File: config.mk
export PLATFORM = sky130hd
export DESIGN_NAME = regfile_arbiter
export DESIGN_NICKNAME = d
export VERILOG_FILES = /design/src/rtl/regfile_arbiter_pkg.sv /design/src/rtl/rr_arbiter2.sv /design/src/rtl/regfile_arbiter.sv
export SDC_FILE = /design/constraint.sdc
export NUM_CORES = 1
export LEC_CHECK = 0
export ABC_AREA = 1
export CAP_MARGIN = 5
export CORE_UTILIZATION = 44
export CTS_BUF_LIST = sky130_fd_sc_hd__clkbuf_16
export DETAILED_ROUTE_END_ITERATION = 8
export GPL_TIMING_DRIVEN = 0
export PLACE_DENSITY_LB_ADDON = 0.1
export SYNTH_ARGS = -nofsm -noshare
export SYNTH_HDL_FRONTEND = slang
export SYNTH_SLANG_ARGS = --single-unit
File: constraint.sdc
create_clock -name clk -period 3.1 [get_ports clk]
set_input_delay 0.31 -clock clk [delete_from_list [all_inputs] [get_ports clk]]
set_output_delay 0.31 -clock clk [all_outputs]
set_load 0.01 [all_outputs]
File: src/rtl/regfile_arbiter_pkg.sv
// Shared types and constants for the two-requester register-file arbiter.
package regfile_arbiter_pkg;

    typedef enum logic [1:0] {
        RR       = 2'd0,
        LOCKED   = 2'd1,
        COOLDOWN = 2'd2
    } arb_state_e;

    localparam int CORE  = 0;
    localparam int DEBUG = 1;

endpackage

File: src/rtl/rr_arbiter2.sv
// Two-way round-robin grant: on a tie the requester that did not win last time wins.
module rr_arbiter2
    import regfile_arbiter_pkg::*;
(
    input  logic [1:0] valid,
    input  logic       rr_last,
    output logic [1:0] grant
);

    always_comb begin
        grant = 2'b00;
        if (valid[CORE] && valid[DEBUG]) begin
            if (rr_last) grant[CORE]  = 1'b1;
            else         grant[DEBUG] = 1'b1;
        end else if (valid[CORE]) begin
            grant[CORE] = 1'b1;
        end else if (valid[DEBUG]) begin
            grant[DEBUG] = 1'b1;
        end
    end

endmodule

File: src/rtl/regfile_arbiter.sv
// Arbitrates core and debug access to a register file, with a timed exclusive debug lock.
//   state    | meaning
//   RR       | round-robin between core and debug
//   LOCKED   | debug owns the file, lock counter running
//   COOLDOWN | one cycle after a lock timeout, core has strict priority
module regfile_arbiter
    import regfile_arbiter_pkg::*;
#(
    parameter int unsigned DW           = 8,
    parameter int unsigned AW           = 2,
    parameter int unsigned LOCK_TIMEOUT = 16
) (
    input  logic            clk,
    input  logic            rst_n,
    input  logic [1:0]      req_valid,
    output logic [1:0]      req_ready,
    input  logic [1:0]      req_we,
    input  logic [2*AW-1:0] req_addr,
    input  logic [2*DW-1:0] req_wdata,
    input  logic            lock_req,
    output logic            lock_active,
    output logic [1:0]      resp_valid,
    output logic [DW-1:0]   resp_rdata,
    output logic            rf_reg_write,
    output logic [AW-1:0]   rf_write_reg,
    output logic [DW-1:0]   rf_write_data,
    output logic [AW-1:0]   rf_read_reg,
    input  logic [DW-1:0]   rf_read_data
);

    localparam logic [7:0] LOCK_LOAD = 8'(LOCK_TIMEOUT);

    arb_state_e    state_q, state_d;
    logic          rr_last_q, rr_last_d;
    logic [7:0]    lock_cnt_q, lock_cnt_d;
    logic          lock_armed_q, lock_armed_d;
    logic [1:0]    resp_valid_q, resp_valid_d;
    logic [DW-1:0] resp_rdata_q, resp_rdata_d;

    logic [1:0]    arb_valid;
    logic          arb_last;
    logic [1:0]    arb_grant;
    logic          gnt_any;
    logic          gnt_idx;
    logic          sel_we;
    logic [AW-1:0] sel_addr;
    logic [DW-1:0] sel_wdata;

    // LOCKED hides the core; COOLDOWN forces the tie-break towards the core.
    always_comb begin
        arb_valid = req_valid;
        arb_last  = rr_last_q;
        case (state_q)
            LOCKED:   arb_valid = {req_valid[DEBUG], 1'b0};
            COOLDOWN: arb_last  = 1'b1;
            default:  ;
        endcase
    end

    rr_arbiter2 u_rr_arbiter2 (
        .valid   (arb_valid),
        .rr_last (arb_last),
        .grant   (arb_grant)
    );

    assign req_ready = rst_n ? arb_grant : 2'b00;
    assign gnt_any   = |req_ready;
    assign gnt_idx   = req_ready[DEBUG];
    assign sel_we    = req_we[gnt_idx];
    assign sel_addr  = gnt_idx ? req_addr[AW +: AW]  : req_addr[0 +: AW];
    assign sel_wdata = gnt_idx ? req_wdata[DW +: DW] : req_wdata[0 +: DW];

    assign rf_reg_write  = gnt_any & sel_we;
    assign rf_write_reg  = rf_reg_write ? sel_addr  : '0;
    assign rf_write_data = rf_reg_write ? sel_wdata : '0;
    assign rf_read_reg   = (gnt_any && !sel_we) ? sel_addr : '0;

    always_comb begin
        state_d      = state_q;
        lock_cnt_d   = lock_cnt_q;
        lock_armed_d = lock_armed_q | ~lock_req;
        rr_last_d    = gnt_any ? gnt_idx : rr_last_q;
        resp_valid_d = req_ready;
        resp_rdata_d = (gnt_any && !sel_we) ? rf_read_data : '0;
        case (state_q)
            RR: begin
                if (lock_req && lock_armed_q) begin
                    state_d    = LOCKED;
                    lock_cnt_d = LOCK_LOAD;
                end
            end
            LOCKED: begin
                if (!lock_req) begin
                    state_d    = RR;
                    lock_cnt_d = 8'd0;
                end else if (lock_cnt_q <= 8'd1) begin
                    // Timeout: lock_req must drop before it can lock again.
                    state_d      = COOLDOWN;
                    lock_cnt_d   = 8'd0;
                    lock_armed_d = 1'b0;
                end else begin
                    lock_cnt_d = lock_cnt_q - 8'd1;
                end
            end
            COOLDOWN: state_d = RR;
            default:  state_d = RR;
        endcase
    end

    always_ff @(posedge clk or negedge rst_n) begin
        if (!rst_n) begin
            state_q      <= RR;
            rr_last_q    <= 1'b1;
            lock_cnt_q   <= 8'd0;
            lock_armed_q <= 1'b1;
            resp_valid_q <= 2'b00;
            resp_rdata_q <= '0;
        end else begin
            state_q      <= state_d;
            rr_last_q    <= rr_last_d;
            lock_cnt_q   <= lock_cnt_d;
            lock_armed_q <= lock_armed_d;
            resp_valid_q <= resp_valid_d;
            resp_rdata_q <= resp_rdata_d;
        end
    end

    assign lock_active = (state_q == LOCKED);
    assign resp_valid  = resp_valid_q;
    assign resp_rdata  = resp_rdata_q;

endmodule

# Word level (Yosys, flattened, before mapping)
# Index checks and enable logic that the tools add are counted.
[word_totals]
regBits = 22
latch_bits = 0
ramBits = 0
mem_bits_ro = 0
out_inout_bits = 26
word_cells = 53
mem_count = 0
[classes]
add_sub_neg = 1
n_mul = 0
n_div = 0
n_lt_le_gt_ge = 2
eq_ne = 4
shift = 0
mux = 28
n_bitwise = 3
n_reduce_logical = 9
[op_table]
columns = ["operator", "count"]
rows = [
  ["two-way mux 8 bit", 6],
  ["two-way mux 2 bit", 8],
  ["one-hot mux 8 bit (2 select lines)", 1],
  ["two-way mux 1 bit", 12],
  ["less-or-equal comparator 8 x 1 -> 1 bit, second input constant", 1],
  ["subtractor 8 x 1 -> 8 bit, second input constant", 1],
  ["one-hot mux 2 bit (2 select lines)", 1],
  ["AND reduction 2 bit", 2],
  ["logical AND 1 bit", 3],
  ["!= test 3 x 2 -> 1 bit, second input constant", 1],
  ["== test 2 x 1 -> 1 bit, second input constant", 1],
  ["== test 2 bit, second input constant", 1],
  ["zero test 2 bit", 1],
  ["less-than comparator 1 x 2 -> 1 bit, second input constant", 1],
  ["!= test 2 bit, second input constant", 1],
  ["nonzero test 2 bit", 1],
  ["OR reduction 2 bit", 1],
  ["AND 1 bit", 1],
  ["zero test 1 bit", 1],
  ["NOT 1 bit", 1],
  ["bitwise OR 1 bit", 1],
]

# Logic depth before layout (Yosys ltp)
# Gate-level depths: netlist (run 1).
[depth]
depth_word = 10
ltp_mapped = 10
depth_no_buf = 9

# Hierarchy
# Synthesis (run 1) repeated with hierarchy kept, for this count alone.
[unflattened]
hier_cells = 166
area_unflattened_um2 = 1242.4
[modules_own_cells]
columns = ["mod", "instances", "cells_each", "area_per_inst_um2", "seq_area_each_um2"]
rows = [
  ["regfile_arbiter", 1, 161, 1221.2, 553.0],
  ["rr_arbiter2", 1, 5, 21.3, 0.0],
]

# Worst setup path after synthesis (run 1)
# OpenSTA, ideal clock, no wires.
[synth_timing]
path_type = "register -> output"
start = "register rr_last_q"
end = "output rf_write_data[0]"
arrival_ns = 1.214
setup_slack_ns = 1.576
path_stages_with_launch = 9
cell_sequence = "dfstp_2 inv_1 nand2_1 nand2_2 buf_6 nand3_2 nand3_2 buf_6 nor2_2"
[synth_between]
elab_chain_len = 8
[synth_lines]
columns = ["element", "line", "rtl"]
rows = [
  ["start: declaration", "regfile_arbiter.sv:34", "logic rr_last_q, rr_last_d;"],
  ["start signal: assignment", "regfile_arbiter.sv:120", "rr_last_q <= rr_last_d;"],
  ["two-way mux 1 bit *", "regfile_arbiter.sv:53", "case (state_q)"],
  ["two-way mux 1 bit", "rr_arbiter2.sv:13", "if (rr_last) grant[CORE] = 1'b1;"],
  ["two-way mux 2 bit *", "rr_arbiter2.sv:12", "if (valid[CORE] && valid[DEBUG]) begin"],
  ["two-way mux 2 bit *", "regfile_arbiter.sv:66", "assign req_ready = rst_n ? arb_grant : 2'b00;"],
  ["two-way mux 1 bit (not written as such) (2 in series)", "regfile_arbiter.sv:69", "assign sel_we = req_we[gnt_idx];"],
  ["AND 1 bit", "regfile_arbiter.sv:73", "assign rf_reg_write = gnt_any & sel_we;"],
  ["two-way mux 8 bit *", "regfile_arbiter.sv:75", "assign rf_write_data = rf_reg_write ? sel_wdata : '0;"],
  ["end: declaration", "regfile_arbiter.sv:26", "output logic [DW-1:0] rf_write_data,"],
]
# Every way passes the cells marked *; elsewhere a longest branch is shown, timed or not. The select of a mux whose other input is x is not followed.

# Final worst setup path (run 1)
[layout_timing]
start = "input rst_n"
end = "output rf_read_reg[1]"
[layout_between]
elab_chain_len = 6
[layout_lines]
columns = ["element", "line", "rtl"]
rows = [
  ["start: declaration", "regfile_arbiter.sv:14", "input logic rst_n,"],
  ["two-way mux 2 bit *", "regfile_arbiter.sv:66", ""],
  ["two-way mux 1 bit (not written as such) (2 in series)", "regfile_arbiter.sv:69", ""],
  ["zero test 1 bit", "regfile_arbiter.sv:76", "assign rf_read_reg = (gnt_any && !sel_we) ? sel_addr : '0;"],
  ["logical AND 1 bit", "regfile_arbiter.sv:76", ""],
  ["two-way mux 2 bit *", "regfile_arbiter.sv:76", ""],
  ["end: declaration", "regfile_arbiter.sv:27", "output logic [AW-1:0] rf_read_reg,"],
]
# Marked as above.

==> results.yml, run 1 <==
synth:
  synth_flop_cell: "dfrtp_1"
  yosys.area_share.simple_pct: 33.33
  synth-edff-count: 0
  yosys.area.top_type: "dfrtp_1"
  synth_top_family_by_area: "simple AND/OR/NAND/NOR gates"
  synthMuxAreaShare_pct: 0
  syn-num-nets: 212
  ys_seq_area_share_pct: 42.58
  ys_ff_latch: 22
  synthAdderAreaFrac_pct: 1.927
  synth_compound_area_share_pct: 6.069
  synthXorXnorAreaFrac_pct: 2.697
  async_flop_share_pct: 100.0
  ys_top_cells_by_area: "dfrtp_1 39%, nand2_1 11%, inv_1 9.5%, nor2_1 7.8%, nand3_1 4.6%"
  yosysWarnings: 0
  syn_inst: 175
  syn_area_um2: 1299
  postSynthAreaPerCell_um2: 7.421
  yosys.cell_types.count: 25
  synth_top_cell_area_share_pct: 38.54
status:
  outcome: "complete, no violations"
cells_and_area:
  n_antenna_cell: 0
  area_growth_pct: 54.91
  fin_cells: 270
  nets: 277
  drive_above_1_share_pct: 13.81
floorplanning:
  coreArea_um2: 2781
  die_area_um2: 3173
  start_util_pct: 46.69
  die_y_um: 56.33
  boundaryPins: 61
  die_w_um: 56.33
  placementRows: 19
timing:
  hold_viol: 0
  period_needed_ns: 2.495
  rsz0062_at_grt: "false"
  slew_headroom_pct: 61.92
  skew_ns: 0.004511
  worst_pin_slew_ns: 0.5711
  slew_violations: 0
  max_freq_ghz: 0.4009
  fin_crit_sh_pct: 80.47
  finalSetupViolCount: 0
routing:
  wl_per_cell_um: 11.42
  wl_mm: 3.084
  drc_errors: 0
  antenna_left: 0
  first_pass_iters: 4
  vias: 1282
  drtIter0Drc: 48
  via_per_inst: 4.748
worst_setup_path:
  cp.arrival_ns: 2.18
  worstSetupPathType: "primary input to output port"
  cp.required_ns: 2.79
  cp-end-kind: "output port"
  startpoint_type: "primary input"
  worstPathMaxFanout: 24
global_routing:
  grt_pass1_vias: 1307
  grt_max_degree: 25
  antenna_found_initial: 0
  overflow: 0
  grt_pass1_wl_mm: 5.347
  grt_util_all_layers_pct: 21.60
power:
  intPower_mw: 0.7760
  pwr-share-comb_pct: 44.7
  p_per_area_nw_per_um2: 609.6
  switching_share_pct: 36.72
  switching_power_mw: 0.4504
  p_total_mw: 1.226
  vdd_drop_max_mv: 0.4797
  p_seq_share_pct: 33.3
  p_leak_nw: 1.029
  power.share.clock_pct: 21.9
placement:
  port_buffers: 60
  dp.cells: 266
  place_congestion: 0.8671
  dp_hpwl_mm: 2.444
cts:
  cts_tree: "done"
  cts_setup_buffers: 0
  clk_pin_slew_ns: 0.06
  numCtsBuffers: 3
  clk_path_buf_depth: 2
  cts_num_sinks: 22
  root_buffer: "clkbuf_16"
  clock_latency_ns: 0.25
  cts_hold_buf: 0
  htreeDepth: 1
run:
  max_cap_viol_count: 0
hold_path:
  hold_path_class: "primary input to asynchronous set/reset pin"
[cell type report]
class	count	area (um^2)
plain buffers	4	38.79
inverters	36	135.1
flip-flops and latches	22	553.0
fillers	237	769.5
repair buffers	60	595.6
well taps	31	38.79
multi-input cells	113	571.8
clock buffers	3	75.07
clock inverters	1	3.754
[cell families (layout without fill, tap and decap cells)]
family	Yosys count	in the layout
AO/OA/AOI/OAI	12	12
XOR/XNOR	4	4
buffers and inverters	40	104
AND/OR/NAND/NOR	95	95
adder cells (fa/ha/maj)	2	2
flip-flops	22	22
[Yosys cell counts, types with 2 or more instances]
master,instances
xor2_1,4
nor2_1,27
inv_2,3
ha_1,2
inv_1,33
nand3_2,4
dfstp_2,2
nand2_1,37
buf_6,3
dfrtp_1,20
nand2_2,3
nor2_2,9
o21ai_2,2
a21oi_1,2
o21ai_1,2
nand3_1,12
o21ai_0,2
[registers in the layout (all words and copies together) (netlist names)]
| signal | cells |
|---|---|
| resp_valid | 2 |
| resp_rdata | 8 |
| lock_armed_q | 1 |
| lock_cnt_q | 8 |
| state_q | 2 |
| rr_last_q | 1 |
[per-stage QoR]
| step | area, um^2 | utilization (%) | setup slack, ns | TNS [ns] | hold slack (ns) |
|---|---|---|---|---|---|
| 2_1_floorplan | 1299 | - | 1.576 | 0 | 0.01441 |
| 3_3_place_gp | 1938 | 69.68 | -0.1329 | -1.560 | 0.4960 |
| 3_5_place_dp | 1938 | 69.68 | -0.1959 | -2.255 | 0.4998 |
| 4_1_cts | 2016 | 72.47 | 0.05465 | 0 | 0.3791 |
| 5_1_grt | 2012 | 72.33 | 0.3761 | 0 | 0.09297 |
| 6_report | 2012 | 72.33 | 0.6053 | 0 | 0.04349 |
[cells in the final DEF (no fill, tap or decap)]
cell and instances:
a311oi_1 1, nand4_1 1, o21ai_2 2, nand2_1 37, a21oi_1 2, dfrtp_1 20, clkbuf_2 1, inv_1 33
nand3_2 4, or2_2 1, clkdlybuf4s50_1 59, inv_2 3, o21ai_1 2, buf_2 1, o21ai_0 2, clkbuf_16 3
nor2_2 9, ha_1 2, nand3_1 12, a21oi_2 1, dfstp_2 2, xor2_1 4, nor2_1 27, nand2_2 3
o22ai_1 1, buf_6 3, clkinv_1 1, o31ai_1 1, nor3_1 1
[worst max-delay path, stage by stage]
cell	delay, ns
clkbuf_2	0.35
nand2_1	0.24
inv_1	0.08
buf_2	0.19
nand3_2	0.10
nand3_2	0.19
nor2_1	0.15
clkdlybuf4s50_1	0.58
[power by group through the flow]
stage / Clock (mW) / Sequential, mW / Combinational (mW)
after floorplan: 0 / 0.409 / 0.350
after global placement: 0 / 0.408 / 0.526
after detailed placement: 0 / 0.415 / 0.546
after CTS: 0.273 / 0.409 / 0.553
after global routing: 0.282 / 0.416 / 0.622
final: 0.269 / 0.409 / 0.549
[repair_timing]
item,CTS,global route
setup endpoints to repair,13,13
endpoints found under the hold margin,0,0
resized for setup,1,2
[routing by layer]
layer  track usage (%)  routed length (um)  part of all wire [%]  up-vias
met5                 0                   0                     0        -
met4             9.756                  61                   2.0        0
met3             6.912                 281                   9.1        6
met2             38.27                1520                    49       46
met1             23.36                1220                    40      579
li1                  -                   -                     -      651
[worst paths after layout]
kind                                           start                         to  slack (ns)  cells past startpoint
hold / removal                                 rst_n    resp_rdata[3]$_DFF_PN0_        0.04                      1
min in group clk              lock_armed_q$_DFF_PN1_     lock_armed_q$_DFF_PN1_        0.51                      2
setup / recovery                               rst_n             rf_read_reg[1]        0.61                      8
hold reg to reg               lock_armed_q$_DFF_PN1_     lock_armed_q$_DFF_PN1_        0.51                      2
setup reg to reg           lock_cnt_q[0]$_DFFE_PN0P_  lock_cnt_q[5]$_DFFE_PN0P_        1.44                      8
max in group asynchronous                      rst_n    resp_valid[1]$_DFF_PN0_        2.68                      1
Note: power is estimated with default switching activity, not from simulation.
==> run 2, diff against run 1 <==
--- a/config.mk
+++ b/config.mk
@@ -7,7 +7,7 @@
 export LEC_CHECK = 0
 export ABC_AREA = 1
 export CAP_MARGIN = 5
-export CORE_UTILIZATION = 44
+export CORE_UTILIZATION = 41
 export CTS_BUF_LIST = sky130_fd_sc_hd__clkbuf_16
 export DETAILED_ROUTE_END_ITERATION = 8
 export GPL_TIMING_DRIVEN = 0
==> constraint.sdc (replaced) <==
create_clock -name clk -period 2.36 [get_ports clk]
set_input_delay 0.236 -clock clk [delete_from_list [all_inputs] [get_ports clk]]
set_output_delay 0.236 -clock clk [all_outputs]
set_load 0.01 [all_outputs]
==> run 2 against run 1 <==
Effect of this change:
- cell count is 5.9% higher
- first-iteration DRC count down 15%
- global-route usage shrank 0.68 points
- clock-buffer cell count unchanged
- combinational power grew 33%
- power grew 42%
- critical endpoint unchanged
- largest cell class unchanged
- highest routed layer unchanged
==> results.yml, run 2 (synthesized netlist as in run 1, its figures left out) <==
timing:
  skew_ns: 0.002523
  slew_violations: 0
  layout_setup_ws_ns: 0.1336
  fin_hold_ws_ns: 0.3785
  hold_viol: 0
  period_needed_ns: 2.226
  finalSetupViolCount: 0
  worst_pin_slew_ns: 0.8688
  fin_crit_sh_pct: 94.34
  rsz0062_at_grt: "false"
  slew_headroom_pct: 41.89
  max_freq_ghz: 0.4491
  tns_ns: 0
placement:
  pre_cts_ws_ns: -0.7867
  place_congestion: 0.7751
  port_buffers: 60
  dp_hpwl_mm: 2.437
floorplanning:
  coreArea_um2: 3028
  die_w_um: 58.28
  die_y_um: 58.28
  boundaryPins: 61
  placementRows: 20
  start_util_pct: 42.89
  die_area_um2: 3397
global_routing:
  overflow: 0
  grt_pass1_wl_mm: 5.375
  grt_max_degree: 21
  grt_pass1_vias: 1349
  grt_util_all_layers_pct: 20.92
  antenna_found_initial: 0
routing:
  first_pass_iters: 5
  drtIter0Drc: 41
  antenna_left: 0
  via_per_inst: 4.542
  drc_errors: 0
  wl_mm: 3.178
  wl_per_cell_um: 11.11
  vias: 1299
cts:
  clk_pin_slew_ns: 0.06
  cts_num_sinks: 22
  htreeDepth: 1
  cts_tree: "done"
  clk_path_buf_depth: 2
  root_buffer: "clkbuf_16"
  numCtsBuffers: 3
  clock_latency_ns: 0.26
worst_setup_path:
  r2r_end: "lock_cnt_q[6]$_DFFE_PN0P_"
  cpPeakStageDelay_ns: 0.54
  cp.arrival_ns: 1.99
  crit_chain: "inv_1 > nand2_1 > nand2_2 > buf_6 > nand3_2 > nand3_4 > nor2_1 > clkdlybuf4s50_1"
  cp-end-kind: "output port"
  worstReg2RegStart: "lock_cnt_q[0]$_DFFE_PN0P_"
  r2r_cells: 8
  crit_slowest_cell: "clkdlybuf4s50_1"
  cp.required_ns: 2.12
  startpoint_type: "flip-flop"
  r2r_slack_ns: 0.70
  worstSetupPathType: "flip-flop to output port"
  worstPathMaxFanout: 10
cells_and_area:
  seq_area_um2: 554.3
  fillers: 251
  multiInputGateArea_um2: 591.8
  n_antenna_cell: 0
  drive_above_1_share_pct: 14.88
  nets: 280
  final_common_cell: "clkdlybuf4s50_1"
  area_growth_pct: 64.26
  mostFrequentLayoutCells: "48 x clkdlybuf4s50_1, 37 x nand2_1, 33 x inv_1"
power:
  p_total_mw: 1.740
  vdd_drop_max_mv: 0.5154
  p_per_area_nw_per_um2: 815.8
  p_leak_nw: 1.243
hold_path:
  min_from: "rst_n"
  hold_path_class: "primary input to flip-flop"
  min_to: "resp_valid[0]$_DFF_PN0_"
  whs_path_depth: 3
run:
  max_cap_viol_count: 0
status:
  outcome: "complete, no violations"
==> run 2: changes by cell type in the layout (fill, tap and decap cells not counted), sizes merged <==
cell           before  now
clkdlybuf4s50      59   48
buf                 4    5
clkinv              1    0
dlymetal6s2s        0   11
dlygate4sd3         0    2
bufinv              0    1
==> run 2: layout make-up <==
class | instances | area share, %
Timing Repair Buffer | 63 | 30.50
Multi-Input combinational cell | 113 | 27.74
Sequential cell | 22 | 25.98
Inverter | 36 | 6.334
Clock buffer | 3 | 3.519
Tap cell | 44 | 2.581
Buffer | 4 | 1.935
Clock inverter | 1 | 1.408
==> run 2: how the worst max path moves through the flow <==
| stage | depth (start not counted) | to | startpoint |
|---|---|---|---|
| final | 8 | rf_read_reg[1] | rr_last_q$_DFFE_PN1P_ |
| after global routing | 8 | rf_read_reg[1] | rr_last_q$_DFFE_PN1P_ |
| after CTS | 7 | rf_read_reg[1] | state_q[1]$_DFFE_PN0P_ |
| after detailed placement | 9 | rf_write_data[0] | rst_n |
| after global placement | 9 | rf_write_data[0] | rst_n |
| after floorplan | 8 | rf_write_data[0] | rr_last_q$_DFFE_PN1P_ |
==> run 2: power breakdown <==
part / total, mW / internal, mW / leakage (nW) / switching (mW)
combinational: 0.731 / 0.326 / 0.906 / 0.405
sequential: 0.537 / 0.475 / 0.286 / 0.0620
clock: 0.472 / 0.337 / 0.0511 / 0.136
==> run 2: critical path: cells and delay by family (launching register included) <==
kind | cells | cell delay, ns
flip-flops | 1 | 0.52
buffers and inverters | 3 | 0.74
AND/OR/NAND/NOR | 5 | 0.48
==> run 2: what timing repair did <==
item	4_1_cts	5_1_grt
hold endpoints to repair	20	0
setup buffers	0	1
hold buffers	2	0
resized for setup	5	16
setup endpoints to repair	15	13
==> run 2: routing by layer <==
layer	share of wire (%)	global-route usage (%)	vias up	wire, um
met5	0	0	-	0
met4	0.31	4.422	0	10
met3	7.0	8.036	2	223
met2	52	39.08	40	1647
met1	41	22.18	594	1297
li1	-	-	663	-
==> run 2: per-stage QoR <==
stage	utilization, %	area [um^2]	std cells
6_report	70.45	2133	286
5_1_grt	70.45	2133	286
2_1_floorplan	-	1299	175
3_3_place_gp	64.55	1954	279
4_1_cts	68.51	2074	285
3_5_place_dp	64.55	1954	279
==> run 3, diff against run 2 <==
--- a/config.mk
+++ b/config.mk
@@ -11,7 +11,7 @@
 export CTS_BUF_LIST = sky130_fd_sc_hd__clkbuf_16
 export DETAILED_ROUTE_END_ITERATION = 8
 export GPL_TIMING_DRIVEN = 0
-export PLACE_DENSITY_LB_ADDON = 0.1
+export PLACE_DENSITY = 0.79
 export SYNTH_ARGS = -nofsm -noshare
 export SYNTH_HDL_FRONTEND = slang
 export SYNTH_SLANG_ARGS = --single-unit
==> run 3 against run 2 <==
Effect of this change:
- worst hold slack worse by 0.034 ns
- largest power group unchanged
- clock skew is 0.0010 ns lower
- design area is 1.2% lower
- fmax is 1.7% lower
- register-to-register slack hardly changed
- wire length is 11% lower
- global-route usage is 3.1 points lower
==> results.yml, run 3 (synthesized netlist as in run 1, its figures left out) <==
timing:
  tns_ns: 0
  hold_viol: 0
  finalSetupViolCount: 0
  fin_hold_ws_ns: 0.3449
  slew_headroom_pct: 41.34
  max_freq_ghz: 0.4414
  fin_crit_sh_pct: 95.99
  skew_ns: 0.001499
  slew_violations: 0
  rsz0062_at_grt: "true"
  period_needed_ns: 2.265
  worst_pin_slew_ns: 0.8771
routing:
  drtIter0Drc: 33
  drc_errors: 0
  wl_per_cell_um: 9.919
  via_per_inst: 4.281
  first_pass_iters: 4
  antenna_left: 0
  wl_mm: 2.827
  vias: 1220
worst_setup_path:
  worstSetupPathType: "flip-flop to output port"
  cp.arrival_ns: 2.03
  worstPathMaxFanout: 10
  cp-end-kind: "output port"
  cpPeakStageDelay_ns: 0.53
  crit_buf_inv: 4
  cp.required_ns: 2.12
  crit_family: "buffers and inverters"
  startpoint_type: "flip-flop"
  crit_chain: "inv_1 > nand2_1 > nand2_2 > buf_6 > nand3_2 > nand3_2 > buf_6 > nor2_2 > clkdlybuf4s50_1"
  crit_slowest_cell: "clkdlybuf4s50_1"
placement:
  dp_hpwl_mm: 2.227
  port_buffers: 60
  dp.cells: 279
  place_congestion: 0.7909
cts:
  htreeDepth: 1
  cts_tree: "done"
  root_buffer: "clkbuf_16"
  numCtsBuffers: 3
  clock_latency_ns: 0.25
  cts_num_sinks: 22
  clk_path_buf_depth: 2
  clk_pin_slew_ns: 0.06
cells_and_area:
  final_common_cell: "clkdlybuf4s50_1"
  mostFrequentLayoutCells: "52 x clkdlybuf4s50_1, 37 x nand2_1, 33 x inv_1"
  area_growth_pct: 62.33
  nets: 279
  drive_above_1_share_pct: 14.52
  fillers: 236
  fin_cells: 285
  n_antenna_cell: 0
floorplanning:
  placementRows: 20
  die_w_um: 58.28
  coreArea_um2: 3028
  start_util_pct: 42.89
  boundaryPins: 61
  die_area_um2: 3397
  die_y_um: 58.28
power:
  p_total_mw: 1.714
  vdd_drop_max_mv: 0.5777
  p_leak_nw: 1.170
  p_per_area_nw_per_um2: 813.1
global_routing:
  grt_util_all_layers_pct: 17.81
  grt_pass1_vias: 1139
  antenna_found_initial: 0
  grt_pass1_wl_mm: 4.733
  grt_max_degree: 21
  overflow: 0
status:
  outcome: "complete, no violations"
run:
  max_cap_viol_count: 0
hold_path:
  hold_path_class: "primary input to flip-flop"
run 3: cell types whose count changed in the layout (fill, tap and decap cells not counted):
cell | previous run | this run
nand2_4 | 1 | 0
nand2_2 | 2 | 3
clkbuf_4 | 1 | 0
buf_2 | 1 | 2
buf_4 | 1 | 0
dlymetal6s2s_1 | 11 | 7
clkdlybuf4s50_1 | 48 | 52
run 3: through the flow:
stage	setup slack, ns	util (%)	cell area [um^2]
floorplan	0.9096	-	1299
detailed placement	-0.7842	64.55	1954
CTS	0.01271	68.51	2074
finish	0.09457	69.63	2108
global route	-0.02873	69.63	2108
global placement	-0.7570	64.55	1954
run 3: layer usage:
metal,part of all wire (%),vias to the layer above,wire length [um],track usage (%)
met5,0,-,0,0
met4,0,0,0,2.721
met3,3.6,0,103,4.464
met2,53,26,1501,31.20
met1,43,535,1223,22.60
li1,-,659,-,-
run 3: power by group:
part | internal (mW) | total [mW] | leakage (nW) | switching [mW]
combinational | 0.322 | 0.712 | 0.833 | 0.390
sequential | 0.475 | 0.538 | 0.286 | 0.0635
clock | 0.336 | 0.464 | 0.0511 | 0.128
run 3: final timing paths:
path	startpoint	end	slack, ns	depth (start not counted)
worst min-delay path	rst_n	resp_valid[0]$_DFF_PN0_	0.34	3
max in group asynchronous	rst_n	state_q[0]$_DFFE_PN0P_	1.07	2
worst max register to register	lock_cnt_q[0]$_DFFE_PN0P_	lock_cnt_q[3]$_DFFE_PN0P_	0.71	8
worst max-delay path	rr_last_q$_DFFE_PN1P_	rf_write_data[3]	0.09	9
min in group asynchronous	rst_n	lock_armed_q$_DFF_PN1_	0.55	2
worst min register to register	lock_armed_q$_DFF_PN1_	lock_armed_q$_DFF_PN1_	0.51	2
run 3: repair_timing:
| action | in CTS | in global routing |
|---|---|---|
| setup buffers | 0 | 0 |
| gates resized for setup | 5 | 10 |
| endpoints found under the setup margin | 15 | 12 |
| endpoints found under the hold margin | 20 | 0 |
| hold buffers | 2 | 0 |
run 3: worst register-to-register path, cell delays in order (launching register included):
cell and delay, ns:
dfrtp_1 0.36, inv_1 0.09, ha_1 0.25, or2_2 0.30, nand4_1 0.15, nand2_1 0.14, nand2_1 0.10, inv_1 0.08
nor2_1 0.11
run 3: area by class of cell:
type / instances / area, um^2 / share of cell area [%]
Multi-Input combinational cell: 113 / 586.8 / 27.83
Inverter: 36 / 135.1 / 6.410
Clock buffer: 3 / 75.07 / 3.561
Timing Repair Buffer: 62 / 633.1 / 30.03
Sequential cell: 22 / 554.3 / 26.29
Clock inverter: 1 / 30.03 / 1.424
Buffer: 4 / 38.79 / 1.840
Tap cell: 44 / 55.05 / 2.611
